## src/rtl/console_pkg.sv

```systemverilog
// Shared definitions for the console byte bridge: TX handshake states,
// byte width and the bit positions of the sticky debug flags.
package console_pkg;

    localparam int BYTE_W = 8;

    localparam int FLAG_TX_OVF    = 0;
    localparam int FLAG_RX_OVF    = 1;
    localparam int FLAG_ECHO_DROP = 2;
    localparam int FLAG_W         = 3;

    typedef enum logic [1:0] {
        TX_IDLE    = 2'd0,
        TX_ARMED   = 2'd1,
        TX_SENDING = 2'd2
    } tx_state_t;

endpackage

```

## src/rtl/console_sync_fifo.sv

```systemverilog
// First-word-fall-through synchronous FIFO with occupancy output.
// Storage is not reset; only pointers and level are.
module console_sync_fifo #(
    parameter int WIDTH = 8,
    parameter int DEPTH = 16
) (
    input  logic                     clk,
    input  logic                     rst,
    input  logic                     push,
    input  logic [WIDTH-1:0]         push_data,
    input  logic                     pop,
    output logic [WIDTH-1:0]         head,
    output logic                     full,
    output logic                     empty,
    output logic [$clog2(DEPTH):0]   level
);

    localparam int AW = $clog2(DEPTH);
    localparam logic [AW:0] FULL_LEVEL = (AW+1)'(DEPTH);

    logic [WIDTH-1:0] mem [DEPTH];
    logic [AW-1:0]    wr_ptr_reg;
    logic [AW-1:0]    rd_ptr_reg;
    logic [AW:0]      level_reg;
    logic [AW:0]      level_next;
    logic             do_push;
    logic             do_pop;

    assign empty   = (level_reg == '0);
    assign full    = (level_reg == FULL_LEVEL);
    assign level   = level_reg;
    assign do_pop  = pop & ~empty;
    // A full FIFO still takes a write when a read frees the slot this cycle.
    assign do_push = push & (~full | do_pop);
    assign head    = empty ? '0 : mem[rd_ptr_reg];

    always_comb begin
        level_next = level_reg;
        case ({do_push, do_pop})
            2'b10:   level_next = level_reg + 1'b1;
            2'b01:   level_next = level_reg - 1'b1;
            default: level_next = level_reg;
        endcase
    end

    always_ff @(posedge clk) begin
        if (do_push) begin
            mem[wr_ptr_reg] <= push_data;
        end
    end

    always_ff @(posedge clk or negedge rst) begin
        if (!rst) begin
            wr_ptr_reg <= '0;
            rd_ptr_reg <= '0;
            level_reg  <= '0;
        end else begin
            if (do_push) begin
                wr_ptr_reg <= wr_ptr_reg + 1'b1;
            end
            if (do_pop) begin
                rd_ptr_reg <= rd_ptr_reg + 1'b1;
            end
            level_reg <= level_next;
        end
    end

endmodule

```

## src/rtl/console_byte_bridge.sv

```systemverilog
// Keyboard->UART and UART->terminal byte router with a start/busy handshake
// toward the transmitter, optional local echo and sticky debug flags.
module console_byte_bridge
    import console_pkg::*;
#(
    parameter int DATA_WIDTH  = 8,
    parameter int TX_DEPTH    = 16,
    parameter int RX_DEPTH    = 16,
    parameter int LOCAL_ECHO  = 0,
    parameter int ARM_TIMEOUT = 4
) (
    input  logic                        clk,
    input  logic                        rst,
    input  logic                        key_valid,
    input  logic [DATA_WIDTH-1:0]       key_data,
    output logic                        tx_start,
    output logic [DATA_WIDTH-1:0]       tx_data,
    input  logic                        tx_busy,
    input  logic                        rx_ready,
    input  logic [DATA_WIDTH-1:0]       rx_data,
    output logic                        term_valid,
    output logic [DATA_WIDTH-1:0]       term_data,
    input  logic                        term_ready,
    output logic [$clog2(TX_DEPTH):0]   tx_level,
    output logic [$clog2(RX_DEPTH):0]   rx_level,
    output logic [2:0]                  flags,
    input  logic                        clear_flags
);

    localparam int CW = $clog2(ARM_TIMEOUT) + 1;
    localparam logic [CW-1:0] ARM_LAST = CW'(ARM_TIMEOUT - 1);
    localparam logic ECHO_EN = (LOCAL_ECHO != 0);

    logic [DATA_WIDTH-1:0] tx_head;
    logic                  tx_full;
    logic                  tx_empty;
    logic                  tx_pop;
    logic [DATA_WIDTH-1:0] rx_head;
    logic                  rx_full;
    logic                  rx_empty;
    logic                  rx_push;
    logic [DATA_WIDTH-1:0] rx_push_data;
    logic                  term_pop;
    logic                  echo_req;

    tx_state_t             state_reg;
    tx_state_t             state_next;
    logic [CW-1:0]         arm_cnt_reg;
    logic [CW-1:0]         arm_cnt_next;
    logic                  tx_start_reg;
    logic                  tx_start_next;
    logic [DATA_WIDTH-1:0] tx_data_reg;
    logic [DATA_WIDTH-1:0] tx_data_next;

    logic [FLAG_W-1:0]     flag_evt;
    logic [FLAG_W-1:0]     flags_reg;

    console_sync_fifo #(
        .WIDTH (DATA_WIDTH),
        .DEPTH (TX_DEPTH)
    ) u_tx_fifo (
        .clk       (clk),
        .rst       (rst),
        .push      (key_valid),
        .push_data (key_data),
        .pop       (tx_pop),
        .head      (tx_head),
        .full      (tx_full),
        .empty     (tx_empty),
        .level     (tx_level)
    );

    always_comb begin
        state_next    = state_reg;
        arm_cnt_next  = arm_cnt_reg;
        tx_start_next = 1'b0;
        tx_data_next  = tx_data_reg;
        tx_pop        = 1'b0;
        case (state_reg)
            TX_IDLE: begin
                if (!tx_empty && !tx_busy) begin
                    tx_pop        = 1'b1;
                    tx_data_next  = tx_head;
                    tx_start_next = 1'b1;
                    arm_cnt_next  = '0;
                    state_next    = TX_ARMED;
                end
            end
            TX_ARMED: begin
                // A transmitter that never acknowledges must not stall the queue.
                if (tx_busy) begin
                    state_next = TX_SENDING;
                end else if (arm_cnt_reg == ARM_LAST) begin
                    state_next = TX_IDLE;
                end else begin
                    arm_cnt_next = arm_cnt_reg + 1'b1;
                end
            end
            TX_SENDING: begin
                if (!tx_busy) begin
                    state_next = TX_IDLE;
                end
            end
            default: state_next = TX_IDLE;
        endcase
    end

    always_ff @(posedge clk or negedge rst) begin
        if (!rst) begin
            state_reg    <= TX_IDLE;
            arm_cnt_reg  <= '0;
            tx_start_reg <= 1'b0;
            tx_data_reg  <= '0;
        end else begin
            state_reg    <= state_next;
            arm_cnt_reg  <= arm_cnt_next;
            tx_start_reg <= tx_start_next;
            tx_data_reg  <= tx_data_next;
        end
    end

    assign tx_start = tx_start_reg;
    assign tx_data  = tx_data_reg;

    // UART bytes take priority; an echo only goes in when the slot is free.
    assign term_pop     = term_valid & term_ready;
    assign echo_req     = ECHO_EN & key_valid;
    assign rx_push      = rx_ready | (echo_req & (~rx_full | term_pop));
    assign rx_push_data = rx_ready ? rx_data : key_data;

    console_sync_fifo #(
        .WIDTH (DATA_WIDTH),
        .DEPTH (RX_DEPTH)
    ) u_rx_fifo (
        .clk       (clk),
        .rst       (rst),
        .push      (rx_push),
        .push_data (rx_push_data),
        .pop       (term_pop),
        .head      (rx_head),
        .full      (rx_full),
        .empty     (rx_empty),
        .level     (rx_level)
    );

    assign term_valid = ~rx_empty;
    assign term_data  = rx_head;

    always_comb begin
        flag_evt                 = '0;
        flag_evt[FLAG_TX_OVF]    = key_valid & tx_full & ~tx_pop;
        flag_evt[FLAG_RX_OVF]    = rx_ready & rx_full & ~term_pop;
        flag_evt[FLAG_ECHO_DROP] = echo_req & (rx_ready | (rx_full & ~term_pop));
    end

    // Set has priority over clear so an event coincident with a clear is kept.
    generate
        for (genvar gi = 0; gi < FLAG_W; gi++) begin : g_flag
            always_ff @(posedge clk or negedge rst) begin
                if (!rst) begin
                    flags_reg[gi] <= 1'b0;
                end else if (flag_evt[gi]) begin
                    flags_reg[gi] <= 1'b1;
                end else if (clear_flags) begin
                    flags_reg[gi] <= 1'b0;
                end
            end
        end
    endgenerate

    assign flags = flags_reg;

endmodule

```

## config.mk

```make
export PLATFORM = sky130hd
export DESIGN_NAME = console_byte_bridge
export DESIGN_NICKNAME = d
export VERILOG_FILES = /design/src/rtl/console_pkg.sv /design/src/rtl/console_sync_fifo.sv /design/src/rtl/console_byte_bridge.sv
export SDC_FILE = /design/constraint.sdc
export NUM_CORES = 1
export LEC_CHECK = 0
export ABC_AREA = 1
export CORE_MARGIN = 2
export CORE_UTILIZATION = 60
export DETAILED_ROUTE_END_ITERATION = 10
export GPL_ROUTABILITY_DRIVEN = 0
export MAX_ROUTING_LAYER = met4
export PLACE_DENSITY = 0.78
export SETUP_SLACK_MARGIN = 0.05
export SLEW_MARGIN = 20
export SYNTH_ARGS = -nofsm -noshare
export SYNTH_HDL_FRONTEND = slang
export SYNTH_SLANG_ARGS = --single-unit
export TNS_END_PERCENT = 20
```

## constraint.sdc

```tcl
create_clock -name clk -period 2.7 [get_ports clk]
set_input_delay 0.405 -clock clk [delete_from_list [all_inputs] [get_ports clk]]
set_output_delay 0.405 -clock clk [all_outputs]
set_load 0.01 [all_outputs]
```

==> summary.md, run 1 <==
Final critical-path share of the clock period: 0.991. Setup repair after global routing could not meet its margin everywhere. Row generation in the floorplan step produced 52 rows.

The first global-routing pass estimated 44200 um of wire. The worst path arrival time came out at 2.27 ns. Once the clock tree was built, the setup fixing pass inserted 0 buffers. The run gives 1139 as the number of nets in the layout. The worst-case IR drop observed on VDD is 0.000676 V. The later-pin clock latency in the skew report was 0.54 ns; the final setup violation count was 0. In this run, synthesis produced a sequential element count of 298.

For the top-level I/O count, the log shows 54. Summed over all nets, the half-perimeter wirelength after detailed placement is 18000 um. The logs give 0 for the number of pins with negative max-slew slack in the final report and 10.2 mW for the internal power. The run gives 1333 as the number of placed instances with taps included.

In this run the vertical extent of the chip is 148 um. The logs give 298 for the count of clock tree sinks and 0 for the overflow left after global routing. The cell with the biggest individual delay on the critical path was dfrtp_2. For the first-pass iteration count of the detailed router, the log shows 5. The critical path class was flip-flop to primary output. Element type at the critical path start: a flip-flop. The class of the tightest hold or removal check was input pin to asynchronous set/reset pin. The logs give 5.23 nW for the standby leakage power and 967 for the starting DRC count in detailed routing. For this run, the top clock speed supported by timing is 0.374 GHz.

Summing all multi-input logic gate instances after layout gives 0.00324 mm^2. From left edge to right edge, the die measures 148 um. Counting the fill cells in the layout gives 1324. The core region is 0.0203 mm^2. The post-synthesis to final-layout area growth works out to 17.2%.

For this run, the slowest stage of the critical path takes 0.48 ns. Power spread over the standard cell area amounts to 1090 mW/mm^2. The switching power was 5.75 mW; the final critical path time including I/O delays and setup was 2.68 ns.

For the number of antenna violations at the first check in global routing, the log shows 0. The cell occurring most often along the worst timing path was nor2_1. The number of antenna diodes in the final layout is 0. The run gives 0.613 as the starting density of the core. The overall via count from detail_route was 8454; the clock slew seen by the registers of the worst setup and hold paths was 0.06 ns. Counting every net in the synthesized netlist gives 1044. After the flow finishes, the layout carries non-filler instances totaling 1389.

For the synthesized cell area, the log shows 0.0124 mm^2. Once detail routing completed, the nets flagged for antenna violations numbered 0. For the worst slew slack as a fraction of its limit, the log shows 0.530.

The measured slew at the worst slew-check pin was 0.705 ns. TritonCTS built the clock tree. Register area share after synthesis: 0.703. The run finished with clean final reports. Data on the critical path is required at its endpoint by 2.30 ns. The tools report the maximum level of the CTS H-tree as 1. In this run the critical register-to-register path is launched from u_rx_fifo.level[1]. Average routed wire per standard cell: 20.8 um. Clock skew on the completed layout was measured at 0.0141 ns.

The signal on the critical path passes through buf_6 -> o21ai_0 -> o22ai_1 -> nor2_1 -> nor2_1 -> o21ai_1 -> a21oi_2 -> clkdlybuf4s15_1. The quantity of I/O buffers inserted on ports was 52. In the synthesized netlist, the number of instances is 1002.

In this run the worst path has a maximum fanout of 20. The combinational group share of total power was 0.361; the floorplan die area was 0.0219 mm^2. The tool flagged a number of max-cap violations equal to 0.

The final hold violation count is 0. In the routed layout, each cell is associated on average with a via count of 6.09. The number of distinct library cells after synthesis came out at 40. Post-synthesis area per instance: 12.4 um^2. Entering global routing, the biggest net connects 67 pins. The tools report the register area as 0.00874 mm^2.

The critical path starts at u_rx_fifo.rd_ptr_reg[0]. During synthesis, Yosys emitted a total of 0 warnings. After detailed routing, the total wire length is 28900 um.

The accumulated negative setup slack was 0 ns; the number of global-route vias before repair was 8231. Clock tree synthesis inserted a total of 29 buffers. The switching power as a share of total power works out to 0.361. The share of post-route cells with drive strength above 1 is 0.132. The endpoint class of the critical path is a primary output.

The combined global-route utilization of all metal layers was 0.271; the sequential share of power was 0.386. Buffer type at the clock tree root: clkbuf_16. The clock passes through at most 3 buffers. The completed layout was analyzed and its total power is 15.9 mW. The run gives 0.254 as the clock network power share. The final routed DRC violation total was 0.
## power groups by stage
stage                     clock network (mW)  logic (mW)  registers (mW)
after floorplan                            0        3.55            6.15
after global placement                     0        5.37            6.18
after detailed placement                   0        5.55            6.20
after CTS                               4.09        5.57            6.12
after global routing                    4.26        6.27            6.21
final                                   4.05        5.75            6.15
## synthesized netlist by cell type
master    count  area [um^2]
nand2_1      78          293
or2_2         1         6.26
ha_1         18          225
and2_1        1         6.26
buf_1         2         7.51
o22ai_1      18          113
buf_4         5         37.5
xnor2_1       1         8.76
o221ai_1     38          333
nand3_4       2         35.0
fa_1          1         20.0
inv_1        37          139
nor2_4        3         33.8
nor4_2        1         12.5
o211ai_1     18          135
nand2_2       4         25.0
nand2_4       3         33.8
o21ai_0     133          666
dfrtp_1      42         1050
buf_2        20          100
nor2_1      197          739
o21ai_1      12         60.1
inv_4         1         6.26
xor2_1       15          131
clkinv_1      3         11.3
a21oi_2       2         17.5
clkbuf_2      2         10.0
buf_6         7         78.8
nand4_1       6         37.5
nand3_1      24          120
nor3_1        1         5.00
a22o_1        1         8.76
conb_1        1         3.75
nor2_8        1         20.0
a21oi_1      11         55.1
a31oi_1       9         56.3
edfxtp_1    256         7690
a211oi_1      1         7.51
inv_2         9         33.8
clkbuf_1     17         63.8
## final timing paths
check	endpoint	slack, ns	depth (start not counted)
min reg2reg	state_reg[1]	0.47	1
min in group clk	state_reg[1]	0.47	1
min	u_tx_fifo.level[0]	0.35	2
max in group asynchronous	tx_start	1.71	3
max	term_data[3]	0.02	8
max reg2reg	u_rx_fifo.level[4]	0.22	13
## worst max-delay path, delay by kind of cell (launching register included)
family / cells / cell delay (ns)
simple gates: 2 / 0.14
compound gates: 4 / 0.68
buf+inv: 2 / 0.45
flops: 1 / 0.48
## through the flow
| stage | hold slack (ns) | util | worst slack [ns] | area [um^2] |
|---|---|---|---|---|
| after floorplan | 0.109 | - | 0.354 | 12400 |
| after global placement | 0.363 | 0.665 | 0.0452 | 13500 |
| after detailed placement | 0.381 | 0.665 | -0.0176 | 13500 |
| after CTS | 0.347 | 0.714 | 0.0547 | 14500 |
| after global routing | 0.392 | 0.718 | -0.0332 | 14600 |
| final | 0.349 | 0.718 | 0.0242 | 14600 |
## cell families (layout without fill, tap and decap cells)
kind of cell | after synthesis | in the layout | share of synthesized area
flops | 298 | 298 | 0.703
other cells | 1 | 1 | 0.000302
xor+xnor | 16 | 16 | 0.0113
buf+inv | 103 | 220 | 0.0392
simple gates | 322 | 322 | 0.110
fa+ha+maj | 19 | 19 | 0.0197
compound gates | 243 | 243 | 0.117
## cell type report
type	instances	area share
clock buffer	34	0.0518
sequential	298	0.600
multi-input combinational	601	0.223
clock inverter	19	0.0141
tap	270	0.0232
timing repair buffer	117	0.0748
inverter	50	0.0132
## what timing repair did
item,4_1_cts,5_1_grt
cloned,0,2
hold endpoints to repair,15,0
pin swaps,2,1
resized for setup,19,10
endpoints found under the setup margin,8,9
hold buffers,1,0
## per-layer routing
metal,share of wire,GRT usage,wire [um],vias to the layer above
met3,0.097,0.0531,2810,57
met1,0.41,0.383,12000,4126
met5,0,-,0,-
met2,0.46,0.406,13400,461
li1,-,-,-,3810
met4,0.026,0.0829,750,0
## layout by cell type (no fill, tap or decap), types with 9 or more instances in the layout
cell	count
a21oi_1	10
inv_1	36
nand3_1	24
xor2_1	15
dfrtp_1	37
a31oi_1	9
clkbuf_16	31
buf_4	55
edfxtp_1	256
o21ai_0	133
o22ai_1	18
ha_1	18
clkdlybuf4s50_1	43
nand2_1	78
nor2_1	197
o221ai_1	35
clkinv_1	10
o21ai_1	12
o211ai_1	18
Note: power is estimated with default switching activity, not from simulation.
==> inputs of run 2 (changes only) <==
--- a/config.mk
+++ b/config.mk
@@ -8,10 +8,12 @@
 export ABC_AREA = 1
 export CORE_MARGIN = 2
 export CORE_UTILIZATION = 60
+export CTS_CLUSTER_DIAMETER = 50
 export DETAILED_ROUTE_END_ITERATION = 10
 export GPL_ROUTABILITY_DRIVEN = 0
 export MAX_ROUTING_LAYER = met4
 export PLACE_DENSITY = 0.78
+export REMOVE_ABC_BUFFERS = 1
 export SETUP_SLACK_MARGIN = 0.05
 export SLEW_MARGIN = 20
 export SYNTH_ARGS = -nofsm -noshare
==> run 2 against run 1 <==
Effect of this change: fmax is 1.0% higher; critical path depth is 1 lower; first-iteration DRC count is 1.9% lower; clock-buffer cell count is 10 higher; hold slack worse by 0.14 ns; power is 0.75% lower; via count is 1.4% lower; design area is 0.27% higher; routed wire length is 1.2% lower.
==> summary.md, run 2 (same netlist as run 1, synthesis figures left out) <==
The run finished with clean final reports. The maximum count of clock buffers along a single path was 3. The setup slack after placement is 0.0815 ns, and the floorplan die area is 0.0219 mm^2. The combined global-route utilization of all metal layers came out at 0.269. Share of post-route cells with drive strength above 1: 0.142.

0 antenna diodes ended up in the layout. For this block, the via count after detailed routing is 8337. For this run the aggregate overflow at the end of global routing stands at 0.

The critical path goes through clkinv_4 -> bufbuf_16 -> o21ai_0 -> o22ai_1 -> o21ai_1 -> a21oi_1 -> clkdlybuf4s15_1. Excluding fillers, the count of instances in the completed layout stands at 1396. The first global-routing pass estimated 44000 um of wire. Class of the tightest hold or removal check: input pin to asynchronous set/reset pin. The critical path in this run is classified as flip-flop to primary output. For the final routed database, the setup TNS stands at 0 ns.

The quantity of I/O buffers inserted on ports is 52, and the clock slew seen by the registers of the worst setup and hold paths is 0.06 ns. The count of nets left with antenna violations once routing finished came out at 0. The final critical-path share of the clock period came out at 0.981. Detailed placement ended at an HPWL of 18000 um.

Along the worst path, the maximum fanout reaches 17. The floorplan has 52 rows. Between clock sinks in the finished design, the worst skew comes to 0.0261 ns. The starting DRC count in detailed routing was 949.

The worst-case IR drop observed on VDD is 0.000684 V. For the maximum level of the CTS H-tree, the log shows 1. Filler cell count: 1331. The slowest stage of the critical path is the dfrtp_2 cell. Count of clock tree sinks: 298.

On the worst path, the slowest cell contributes a delay of 0.45 ns. The post-layout worst setup margin came out at 0.0517 ns. TritonCTS built the clock tree. The critical path contains buffers and inverters numbering 3 combined. The number of nets in the layout is 1144. The final routed DRC violation total is 0.

Setup violations remaining at the end of the flow were counted as 0. Worst slew slack as a fraction of its limit: 0.556. Clock tree synthesis inserted a total of 30 buffers. Timing would allow up to 0.378 GHz. STA classifies the critical path endpoint as a primary output. The element type at the critical path start was a flip-flop. The leading cell type in the layout, fill and taps excluded was edfxtp_1.

The number of placed instances with taps included came out at 1335. The run gives 8140 as the number of global-route vias before repair. The cell sitting at the root of the clock tree is a clkbuf_16. The number of pins with negative max-slew slack in the final report is 0, and the maximum number of pins on one net before global-route repair is 67. The final critical path time including I/O delays and setup came out at 2.65 ns.

The worst path arrival time was 2.24 ns; the max-capacitance violation count was 0. The final layout contains routed wiring with a total length of 28500 um. In the layout the commonest cells are edfxtp_1 (256), nor2_1 (197), o21ai_0 (132), nand2_1 (77), buf_4 (60). The width of the chip is 148 um, and the average routed wire per standard cell is 20.4 um. Data on the critical path is required at its endpoint by 2.30 ns.

The core region is 0.0203 mm^2. The final hold violation count came out at 0. For the worst-skew pair, the clock arrives at the later sink with an insertion delay of 0.56 ns. For this design the static power due to leakage is 5.26 nW. The starting density of the core is 0.613. Setup repair after global routing could not meet its margin everywhere. Summing all multi-input logic gate instances after layout gives 0.00325 mm^2. Relative to the synthesized area, the layout overhead comes to 17.5%. From bottom edge to top edge, the die measures 148 um. The measured slew at the worst slew-check pin came out at 0.666 ns.

Dividing the detail-routed via count by the number of cells gives 5.97. The cell family contributing the most delay on the critical path is buffers and inverters. Power spread over the standard cell area amounts to 1080 mW/mm^2. The logs give 0.00874 mm^2 for the register area and 54 for the top-level I/O count. The number of antenna violations at the first check in global routing was 0; the first-pass iteration count of the detailed router was 5.
[run 2: worst register-to-register path: stages, from the launching register on]
cell      delay, ns
dfrtp_1        0.47
nor4_4         0.33
nand2_2        0.13
nand2_1        0.14
inv_2          0.08
ha_1           0.25
ha_1           0.35
nand2_1        0.08
nor2_1         0.05
a211oi_2       0.18
nand2_1        0.07
nand2_1        0.06
nor2_1         0.05
xor2_1         0.13
[run 2: timing repair]
| action | 4_1_cts | 5_1_grt |
|---|---|---|
| endpoints found under the hold margin | 42 | 0 |
| setup endpoints to repair | 8 | 9 |
| hold buffers | 1 | 0 |
| gates resized for setup | 21 | 22 |
| pin swaps | 3 | 6 |
| gates cloned | 1 | 1 |
| setup buffers | 2 | 0 |
[run 2: area by class of cell]
| class | count | share of cell area |
|---|---|---|
| repair buffers | 121 | 0.0769 |
| multi-input cells | 601 | 0.222 |
| flip-flops and latches | 298 | 0.598 |
| inverters | 50 | 0.0136 |
| clock inverters | 12 | 0.00574 |
| well taps | 270 | 0.0231 |
| clock buffers | 44 | 0.0598 |
[run 2: through the flow]
step	total power, mW	utilization	hold slack (ns)	instance area [um^2]
global route	16.7	0.720	0.212	14600
CTS	15.7	0.718	0.196	14600
floorplan	9.33	-	0.109	12100
global placement	11.5	0.666	0.229	13500
detailed placement	11.7	0.666	0.239	13500
finish	15.8	0.720	0.213	14600
[run 2: worst paths after layout]
kind,from,to,slack [ns],depth (start not counted)
max in group asynchronous,rst,u_rx_fifo.rd_ptr_reg[0],1.92,3
min reg2reg,state_reg[0],state_reg[1],0.46,1
max,u_rx_fifo.rd_ptr_reg[0],term_data[3],0.05,7
max reg2reg,u_rx_fifo.level[1],u_rx_fifo.level[4],0.24,13
min,rst,arm_cnt_reg[0],0.21,2
min in group clk,state_reg[0],state_reg[1],0.46,1
[run 2: metal layers]
layer,track usage,share of wire,vias to the layer above
met5,-,0,-
met3,0.0336,0.069,68
met4,0.0781,0.026,0
met2,0.459,0.51,408
li1,-,-,3828
met1,0.345,0.40,4033
[run 2: where the power goes]
| part | switching [mW] | internal (mW) | leakage [nW] |
|---|---|---|---|
| combinational | 3.60 | 2.14 | 1.97 |
| clock | 1.68 | 2.25 | 0.476 |
| sequential | 0.429 | 5.72 | 2.81 |
| total | 5.71 | 10.1 | 5.26 |
